`src/rtl/cpu_fetch_pkg.sv`:
```
// cpu_fetch_pkg: shared fetch-unit state encoding and parameter defaults
package cpu_fetch_pkg;

    localparam int DEF_PC_W     = 16;
    localparam int DEF_INSTR_W  = 16;
    localparam int DEF_RESET_PC = 10;

    typedef enum logic [2:0] {
        START = 3'd0,
        REQ   = 3'd1,
        HOLD  = 3'd2,
        FLUSH = 3'd3,
        HALT  = 3'd4
    } fetchState_e;

endpackage

```
`src/rtl/cpu_fetch_unit_pc_adder.sv`:
```
// pc_adder: modulo-2^PC_W program-counter incrementer by PC_STEP
module pc_adder #(
    parameter int PC_W    = 16,
    parameter int PC_STEP = 1
) (
    input  logic [PC_W-1:0] a,
    output logic [PC_W-1:0] sum
);

    assign sum = a + PC_W'(PC_STEP);

endmodule

```
`src/rtl/cpu_fetch_unit.sv`:
```
// cpu_fetch_unit: multi-cycle fetch sequencer with memory req/ack, decode valid/ready, redirect flush and halt
module cpu_fetch_unit
    import cpu_fetch_pkg::*;
#(
    parameter int PC_W     = DEF_PC_W,
    parameter int INSTR_W  = DEF_INSTR_W,
    parameter int RESET_PC = DEF_RESET_PC,
    parameter int PC_STEP  = 1,
    parameter int CNT_W    = 16
) (
    input  logic               clk,
    input  logic               rst_n,
    output logic               imem_req,
    output logic [PC_W-1:0]    imem_addr,
    input  logic               imem_ack,
    input  logic [INSTR_W-1:0] imem_rdata,
    output logic [INSTR_W-1:0] instr,
    output logic [PC_W-1:0]    instr_pc,
    output logic               instr_valid,
    input  logic               instr_ready,
    input  logic               redirect,
    input  logic [PC_W-1:0]    redirect_pc,
    input  logic               halt,
    output logic               halted,
    output logic [CNT_W-1:0]   fetch_cnt
);

    localparam logic [PC_W-1:0] RST_PC = PC_W'(RESET_PC);

    fetchState_e     state;
    logic [PC_W-1:0] pc;
    logic [PC_W-1:0] fetchAddr;
    logic [PC_W-1:0] nextPc;

    pc_adder #(.PC_W(PC_W), .PC_STEP(PC_STEP)) pcAdder (.a(fetchAddr), .sum(nextPc));

    // Handshake outputs decode straight from state so redirect/ready never reach imem_req/imem_addr combinationally
    assign imem_req    = (state == REQ) || (state == FLUSH);
    assign imem_addr   = fetchAddr;
    assign instr_valid = state == HOLD;
    assign halted      = state == HALT;

    // Fetch FSM: redirect wins over ack, handoff and halt; FLUSH waits out the stale request at its original address
    always_ff @(posedge clk or negedge rst_n) begin
        if (!rst_n) begin
            state     <= START;
            pc        <= RST_PC;
            fetchAddr <= RST_PC;
            instr     <= '0;
            instr_pc  <= '0;
            fetch_cnt <= '0;
        end else begin
            if (redirect)
                pc <= redirect_pc;
            else if (state == REQ && imem_ack)
                pc <= nextPc;
            if (state == HOLD && instr_ready)
                fetch_cnt <= fetch_cnt + CNT_W'(1);
            case (state)
                START: begin
                    fetchAddr <= redirect ? redirect_pc : pc;
                    state     <= REQ;
                end
                REQ: begin
                    if (redirect) begin
                        if (imem_ack)
                            fetchAddr <= redirect_pc;
                        else
                            state <= FLUSH;
                    end else if (imem_ack) begin
                        instr    <= imem_rdata;
                        instr_pc <= fetchAddr;
                        state    <= HOLD;
                    end
                end
                HOLD: begin
                    if (redirect) begin
                        fetchAddr <= redirect_pc;
                        state     <= REQ;
                    end else if (instr_ready) begin
                        if (halt) begin
                            state <= HALT;
                        end else begin
                            fetchAddr <= pc;
                            state     <= REQ;
                        end
                    end
                end
                FLUSH: begin
                    if (imem_ack) begin
                        fetchAddr <= redirect ? redirect_pc : pc;
                        state     <= REQ;
                    end
                end
                HALT: begin
                    if (redirect) begin
                        fetchAddr <= redirect_pc;
                        state     <= REQ;
                    end
                end
                default: state <= START;
            endcase
        end
    end

endmodule

```
`config.mk`:
```
export PLATFORM = sky130hd
export DESIGN_NAME = cpu_fetch_unit
export DESIGN_NICKNAME = d
export VERILOG_FILES = /design/src/rtl/cpu_fetch_pkg.sv /design/src/rtl/cpu_fetch_unit_pc_adder.sv /design/src/rtl/cpu_fetch_unit.sv
export SDC_FILE = /design/constraint.sdc
export NUM_CORES = 1
export LEC_CHECK = 0
export CAP_MARGIN = 20
export CELL_PAD_IN_SITES_DETAIL_PLACEMENT = 0
export CELL_PAD_IN_SITES_GLOBAL_PLACEMENT = 1
export CORE_UTILIZATION = 41
export CTS_BUF_LIST = sky130_fd_sc_hd__clkbuf_8
export DETAILED_ROUTE_END_ITERATION = 8
export GPL_TIMING_DRIVEN = 0
export PLACE_DENSITY = 0.88
export SETUP_SLACK_MARGIN = 0.5
export SLEW_MARGIN = 10
export SYNTH_ARGS = -nofsm -noshare
export SYNTH_HDL_FRONTEND = slang
export SYNTH_SLANG_ARGS = --single-unit
```
`constraint.sdc`:
```
create_clock -name clk -period 3.1 [get_ports clk]
set_clock_uncertainty 0.2 [all_clocks]
set_input_delay 0.775 -clock clk [delete_from_list [all_inputs] [get_ports clk]]
set_output_delay 0.775 -clock clk [all_outputs]
set_load 0.03 [all_outputs]
```
### Word-level counts from Yosys, hierarchy flattened

Cells that the tools add are included.

| cells by class | value |
|---|---|
| equal/unequal tests | 12 |
| bitwise logic cells | 1 |
| multiplexer cells | 20 |
| $add $sub $neg | 2 |
| reduce and logical (&&, ||, !) cells | 9 |

Operator list:

| cell | count |
|---|---|
| 2-to-1 mux 16 bit | 10 |
| one-hot mux 16 bit (5 select lines) | 1 |
| adder 16 x 1 -> 16 bit (second input constant) | 2 |
| 2-to-1 mux 3 bit | 8 |
| one-hot mux 3 bit (5 select lines) | 1 |
| != test 3 bit (second input constant) | 3 |
| != test 2 bit (second input constant) | 4 |
| AND reduction 7 bit | 1 |
| equality test 3 x 2 -> 1 bit (second input constant) | 2 |
| AND reduction 5 bit | 1 |
| nonzero test 5 bit | 1 |
| equality test 3 x 1 -> 1 bit (second input constant) | 1 |
| equality test 3 bit (second input constant) | 1 |
| zero test 3 bit | 1 |
| != test 3 x 1 -> 1 bit (second input constant) | 1 |
| AND reduction 3 bit | 1 |
| logical AND 1 bit | 2 |
| nonzero test 2 bit | 1 |
| logical OR 1 bit | 1 |
| NOT 1 bit | 1 |

| storage, ports and cells | value |
|---|---|
| bits of input ports | 38 |
| word-level logic and storage cells | 50 |
| register bits | 83 |

### Depth between registers and ports, before layout

Gate-level depths: netlist of the first run.

| depth | value |
|---|---|
| word-level depth | 4 |
| gate-level depth with buffers | 8 |

### By module

Synthesis of the first run repeated with hierarchy kept, for this count alone.

| second synthesis, totals | value |
|---|---|
| cells, all modules | 326 |
| area, all modules | 4170.2 µm² |

Modules (own cells, without submodules):

| module | cells an instance | area an instance (µm²) | sequential area each (µm²) | instances |
|---|---|---|---|---|
| cpu_fetch_unit | 283 | 3872.5 | 2082.0 | 1 |
| pc_adder | 43 | 297.8 | 0.0 | 1 |

### Worst setup path before layout of the first run

OpenSTA, ideal clock, no wires.

| timing | value |
|---|---|
| path kind | input port to flip-flop |
| from | input port redirect |
| to | register fetchAddr[10], in the netlist imem_addr[10] |
| data required time | 2775 ps |
| cell stages on the path | 6 |
| arrival time | 1972 ps |
| slack | 803 ps |
| cell sequence | buf_2 > inv_1 > o21ai_2 > buf_4 > mux2_2 > mux2_4 |

| on the way | value |
|---|---|
| word-level cells in the longest chain between the ends | 3 |
| elaborated cells between the ends (all ways) | 9 |
| classes of those cells | 4 x eq/ne; 4 x mux; 1 x reduce/logical |

Ends and longest elaborated chain:

| item | RTL line | text |
|---|---|---|
| start: declaration | cpu_fetch_unit.sv:21 | `input logic redirect,` |
| 2-to-1 mux 16 bit | cpu_fetch_unit.sv:61, cpu_fetch_unit.sv:91 |  |
| 2-to-1 mux 16 bit | cpu_fetch_unit.sv:90 | `if (imem_ack) begin` |
| one-hot mux 16 bit (5 select lines) | cpu_fetch_unit.sv:59 | `case (state)` |
| end signal: assignment | cpu_fetch_unit.sv:61 | `fetchAddr <= redirect ? redirect_pc : pc;` |
| end signal: assignment | cpu_fetch_unit.sv:67 | `fetchAddr <= redirect_pc;` |
| end signal: assignment | cpu_fetch_unit.sv:91 | `fetchAddr <= redirect ? redirect_pc : pc;` |
| end: declaration | cpu_fetch_unit.sv:32 | `logic [PC_W-1:0] fetchAddr;` |

Several ways; a longest one is shown, not always the timed one. The select of a mux whose other input is x is not followed.
A chain may end at the register's enable or synchronous reset.

### Final worst setup path of the first run

| timing | value |
|---|---|
| from | input port redirect |
| to | register fetchAddr[9], in the netlist imem_addr[9] |

The elaborated chain is that of the path after synthesis.

==> results of run 1 <==
## how the worst max path moves through the flow
| stage | start | end | slack (ps) | cells past startpoint |
|---|---|---|---|---|
| final | redirect | imem_addr[9] | 570 | 7 |
| after global routing | redirect | imem_addr[6] | 510 | 7 |
| after CTS | redirect | imem_addr[10] | 510 | 7 |
| after detailed placement | redirect | imem_addr[10] | 10 | 7 |
| after global placement | rst_n | fetch_cnt[5] | -1970 | 1 |
| after floorplan | redirect | imem_addr[10] | 800 | 6 |
## Yosys cell counts, types with 2 or more instances
cell type,n,share of area
nand2b_1,2,0.0032
nand4_1,6,0.0097
inv_1,6,0.0058
o21ai_0,18,0.023
xor2_1,7,0.016
clkbuf_1,6,0.0058
mux2_4,7,0.027
nor2_1,15,0.015
nor4_1,2,0.0032
mux2i_1,6,0.016
buf_2,8,0.010
dfstp_2,4,0.027
nand3_1,9,0.012
nor3_1,4,0.0052
xnor2_1,24,0.054
nand2_1,109,0.11
o21ai_1,3,0.0039
and3_1,3,0.0049
nor3b_2,2,0.0065
a22oi_1,14,0.027
buf_6,2,0.0058
dfrtp_1,79,0.51
mux2_2,19,0.055
ha_1,2,0.0065
## through the flow
stage / std cells / util / total power [uW]
after floorplan: 374 / - / 3500
after global placement: 589 / 0.548 / 4470
after detailed placement: 590 / 0.550 / 4550
after CTS: 606 / 0.569 / 5240
after global routing: 606 / 0.569 / 5520
final: 606 / 0.569 / 5180
## cell type report
type	instances	area, sq um
clock buffer	10	138
clock inverter	6	33.8
buffer	18	123
fill	835	3960
multi-input combinational	267	1650
inverter	6	22.5
timing repair buffer	105	1050
tap	111	139
sequential	83	2080
## state kept, by name, summed over array words and instances, names as in the netlist
signal / count
fetch_cnt: 16
instr_pc: 16
state: 3
pc: 16
instr: 16
imem_addr: 16
## logic make-up (layout without fill, tap and decap cells)
group / count (synthesis) / count (layout)
XOR/XNOR: 31 / 31
flip-flops: 83 / 83
AND/OR/NAND/NOR: 159 / 159
AO/OA/AOI/OAI: 43 / 43
buffers and inverters: 24 / 145
adder cells (fa/ha/maj): 2 / 2
multiplexers: 32 / 32
## timing repair
action	4_1_cts	5_1_grt
endpoints found under the hold margin	0	0
hold buffers	0	0
gates resized for setup	7	10
endpoints found under the setup margin	12	12
## power by group through the flow
| stage | logic (uW) | registers [uW] | clock network (uW) |
|---|---|---|---|
| after floorplan | 1050 | 2450 | 0 |
| final | 2650 | 1850 | 684 |
| after CTS | 2670 | 1850 | 714 |
| after global routing | 2840 | 1920 | 765 |
| after global placement | 2630 | 1850 | 0 |
| after detailed placement | 2670 | 1880 | 0 |
## metal layers
| layer | vias up | global-route usage | share of wire |
|---|---|---|---|
| li1 | 1488 | - | - |
| met1 | 1482 | 0.264 | 0.46 |
| met2 | 76 | 0.318 | 0.49 |
| met3 | 8 | 0.0376 | 0.039 |
| met4 | 0 | 0.0700 | 0.012 |
| met5 | - | 0 | 0 |
==> results.md, run 1 <==
* YS warnings at 0
* Reg2Reg Depth at 7
* IO Port Bufs at 104
* Grt total ovfl at 0
* Crit path max-delay family: buffers and inverters
* Crit. End Element: flip-flop
* Fraction of layout cells with a size suffix above 1 at 0.139
* Largest net degree at the start of global routing at 44
* # setup viols final at 0
* First-pass GRT wire length at 15,000 um
* Synth Area in Adders at 0.00648
* Most common library cell in the layout ignoring fill and taps: nand2_1
* Worst-skew pair later-pin latency at 340 ps
* Sequential-to-total area share from yosys stat at 0.539
* Mapped cell area at 3860 sq um
* Vias in the first global route at 2,991
* Root Driver: clkbuf_8
* Std cell rows at 35
* RD Place Congestion at 0.841
* CP startpoint kind: input port
* Psw at 2170 uW
* WS Path Type: in2reg
* Post-detail-place hpwl at 6610 um
* Via density at 5.04
* Total routed wirelength at 9180 um
* Synth Area in Compound Gates at 0.0710
* Worst Path Required at 3130 ps
* Clk pwr share at 0.132
* Post-synthesis async set-or-reset flop share at 1.00
* DRT Pass-1 Iters at 6
* Min Hold Slack at 197 ps
* Internal reg-to-reg setup slack at 930 ps
* CTS tree: built
* Max cap viols at 0
* Number of synthesized flops with an enable pin at 0
* Cell leakage power at 0.00235 uW
* Post-synthesis instance total at 374
* Clock-pin slew on the worst setup and hold paths at 90 ps
* Setup WS pre-CTS at 11.6 ps
* Largest family of logic cells by synthesized area: simple AND/OR/NAND/NOR gates
* Post-synthesis mux area share at 0.0982
* Slew Viols, Final at 0
* Slew @ Worst Pin at 621 ps
* Avg Inst Size Synth at 10.3 sq um
* Antenna fix cells at 0
* Comb pwr share at 0.512
* DRT antenna net count at 0
* Layout net count at 530
* CTS buffer count at 9
* Switching Fraction at 0.419
* Synth Area in Simple Gates at 0.180
* RR Startpoint: state[0]
* Core area at 9200 sq um
* RSZ-0062 raised after global routing: no
* Critical-path top delay cell: clkdlybuf4s50_1
* Chip width at 99.0 um
* Area post-placement at 5060 sq um
* Power per cell area at 990 nW/um^2
* CP cell instances: clkdlybuf4s50_1 -> buf_4 -> inv_1 -> o21ai_4 -> buf_8 -> mux2_2 -> mux2_4
* Post-synthesis xor/xnor area fraction at 0.0703
* DIE HEIGHT at 99.0 um
* Initial antenna violation count at 0
* Worst Path Arrival at 2560 ps
* RR Endpoint: pc[14]
* H-tree level count at 3
* TNS Setup at 0 ps
* Hold Path Class: in2async
* Final instance area at 5240 sq um
* Pint at 3010 uW
* Post-CTS Setup Inserts at 0
* FF+latch count, synth at 83
* Synth cell types at 41
* Wirelength per Cell at 15.2 um
* Status: completed
* Most used DFF post-synth: dfrtp_1
* Maximum vdd drop at 483 uV
* Synthesized net count at 414
* Area growth, synth to finish at 35.6%
* Initial Utilization at 0.420
* CP Max Fanout at 10
* CP bufs+invs at 4
* Critical path's largest stage delay at 520 ps
* Overall Global Routing Usage at 0.197
* Final Worst Setup Slack at 566 ps
* Commonest cells after routing, fill and taps aside: 109 x nand2_1, 96 x clkdlybuf4s50_1, 79 x dfrtp_1, 24 x xnor2_1, 19 x mux2_2
* Fin crit period at 2530 ps
* Sequential Power Share at 0.356
* Vias post-DR at 3,054
* Fin crit share at 0.818
* Final Hold Viols at 0
* DIE AREA at 9810 sq um
* Drt initial violations at 149
* Max Fclk at 395 MHz
* Drt drc at 0
* Deepest clock path buffer count at 2
* Io pins at 105
* Sink Count at 83
* Max transition margin at 0.586
(Power assumes the default switching activity.)
==> run 2, diff against run 1 <==
--- a/config.mk
+++ b/config.mk
@@ -8,11 +8,11 @@
 export CAP_MARGIN = 20
 export CELL_PAD_IN_SITES_DETAIL_PLACEMENT = 0
 export CELL_PAD_IN_SITES_GLOBAL_PLACEMENT = 1
-export CORE_UTILIZATION = 41
+export CORE_UTILIZATION = 38
 export CTS_BUF_LIST = sky130_fd_sc_hd__clkbuf_8
 export DETAILED_ROUTE_END_ITERATION = 8
 export GPL_TIMING_DRIVEN = 0
-export PLACE_DENSITY = 0.88
+export PLACE_DENSITY = 0.82
 export SETUP_SLACK_MARGIN = 0.5
 export SLEW_MARGIN = 10
 export SYNTH_ARGS = -nofsm -noshare
==> constraint.sdc (replaced) <==
create_clock -name clk -period 2.45 [get_ports clk]
set_clock_uncertainty 0.2 [all_clocks]
set_input_delay 0.6125 -clock clk [delete_from_list [all_inputs] [get_ports clk]]
set_output_delay 0.6125 -clock clk [all_outputs]
set_load 0.03 [all_outputs]
==> results.md, run 2 (same netlist as run 1, synthesis figures left out) <==
* Multi-input logic area at 1900 sq um
* Clk pwr share at 0.133
* DIE AREA at 10,600 sq um
* Critical-path top delay cell: dfrtp_1
* Setup WS pre-CTS at -227 ps
* Drt initial violations at 124
* Met3 usage at 0.0414
* Comb pwr share at 0.547
* Sequential Power Share at 0.320
* Slew Viols, Final at 0
* Chip width at 103 um
* RSZ-0062 raised after global routing: yes
* Sink Count at 83
* Final instance area at 5870 sq um
* CTS tree: built
* Initial Utilization at 0.393
* Switching Fraction at 0.417
* HP Start: fetch_cnt[15]
* Fin crit share at 0.860
* H-tree level count at 3
* Grt total ovfl at 0
* FILL cells at 872
* Overall Global Routing Usage at 0.198
* Power per cell area at 1260 nW/um^2
* Layout net count at 562
* Internal reg-to-reg setup slack at 380 ps
* Max cap viols at 0
* Critical path's largest stage delay at 400 ps
* Worst Path Required at 1640 ps
* Commonest cells after routing, fill and taps aside: 107 x nand2_1, 68 x dfrtp_1, 33 x clkdlybuf4s50_1, 25 x mux2_4, 22 x xnor2_1
* Most common library cell in the layout ignoring fill and taps: nand2_1
* Deepest clock path buffer count at 2
* Drt drc at 0
* Worst Path Arrival at 1290 ps
* CTS buffer count at 9
* # setup viols final at 0
* Min Hold Slack at 276 ps
* Crit. End Element: output port
* Fraction of layout cells with a size suffix above 1 at 0.361
* Placed insts at 612
* Area growth, synth to finish at 52.1%
* Antenna fix cells at 0
* Vias post-DR at 3,265
* Slew @ Worst Pin at 437 ps
* Met2 usage at 0.311
* Post-detail-place hpwl at 6470 um
* FF+latch area at 2100 sq um
* RD Place Congestion at 0.757
* GR peak layer: met2
* Non-filler cells, final at 660
* Vias in the first global route at 3,097
* CP startpoint: state[1]
* Met1 Use GR at 0.270
* Max transition margin at 0.708
* CP startpoint kind: flip-flop
* Critical Path End: halted
* DRT Pass-1 Iters at 4
* Root Driver: clkbuf_8
* Io pins at 105
* Cell leakage power at 0.00276 uW
* Wirelength per Cell at 15.7 um
* DIE HEIGHT at 103 um
* WS Path Type: reg2out
* Hold Path Class: reg2reg
* IO Port Bufs at 104
* Worst-skew pair later-pin latency at 360 ps
* Max Fclk at 475 MHz
* Area post-placement at 5140 sq um
* Clock-pin slew on the worst setup and hold paths at 80 ps
* TNS Setup at 0 ps
* Maximum vdd drop at 763 uV
* Final Worst Setup Slack at 344 ps
* Status: completed
* Pint at 4310 uW
* CP dominant cell by count: buf_6
* Psw at 3080 uW
* Total routed wirelength at 10,400 um
* RR Endpoint: imem_addr[12]
* Core area at 9820 sq um
* Final Hold Viols at 0
* Reg2Reg Depth at 10
* Std cell rows at 36
* CP cell instances: buf_6 -> nand2b_4 -> nor2_2 -> buf_6
* DRT antenna net count at 0
* CP Max Fanout at 6
* First-pass GRT wire length at 15,800 um
* Initial antenna violation count at 0
* Fin crit period at 2110 ps
* RR Startpoint: state[1]
* Largest net degree at the start of global routing at 58
* Via density at 4.95
run 2: changes by cell type in the layout (fill, tap and decap cells not counted), moves of 14 or more:
cell / before / now
buf_6: 2 / 20
mux2_2: 19 / 1
buf_4: 2 / 16
clkdlybuf4s15_1: 0 / 17
clkdlybuf4s50_1: 96 / 33
clkbuf_2: 3 / 21
mux2_4: 7 / 25
run 2: worst min path at each step:
stage,depth (start not counted),slack (ps),end
global placement,2,260,instr[6]
CTS,2,280,instr[0]
finish,1,280,fetch_cnt[15]
global route,2,300,instr[0]
floorplan,0,120,fetch_cnt[0]
detailed placement,2,260,instr[0]
run 2: per-layer routing:
metal | up-vias | share of wire
li1 | 1553 | -
met1 | 1598 | 0.44
met2 | 97 | 0.48
met3 | 17 | 0.057
met4 | 0 | 0.020
met5 | - | 0
run 2: metrics by stage:
stage | utilization | total power, uW
after floorplan | - | 4470
after global placement | 0.521 | 5730
after detailed placement | 0.524 | 5790
after CTS | 0.581 | 7190
after global routing | 0.598 | 7820
final | 0.598 | 7390
run 2: worst max-delay path: cells and delay by family (launching register included):
family / cells / cell delay [ps]
buffers and inverters: 2 / 280
flip-flops: 1 / 400
AND/OR/NAND/NOR: 2 / 260
run 2: final cells by class:
type,instances,area share
repair buffers,137,0.227
plain buffers,18,0.0273
inverters,6,0.00383
well taps,133,0.0283
clock buffers,9,0.0211
multi-input cells,267,0.324
flip-flops and latches,83,0.357
clock inverters,7,0.0119
run 2: power groups by stage:
| stage | registers, uW | clock network [uW] | logic (uW) |
|---|---|---|---|
| after global placement | 2350 | 0 | 3380 |
| after floorplan | 3110 | 0 | 1360 |
| after global routing | 2440 | 1070 | 4310 |
| final | 2360 | 985 | 4040 |
| after CTS | 2350 | 1010 | 3830 |
| after detailed placement | 2370 | 0 | 3420 |
run 2: repair_timing:
item | 4_1_cts | 5_1_grt
hold buffers | 1 | 0
pin swaps | 6 | 20
gates cloned | 3 | 0
hold endpoints to repair | 22 | 0
buffers inserted | 19 | 9
resized for setup | 212 | 122
setup endpoints to repair | 132 | 105
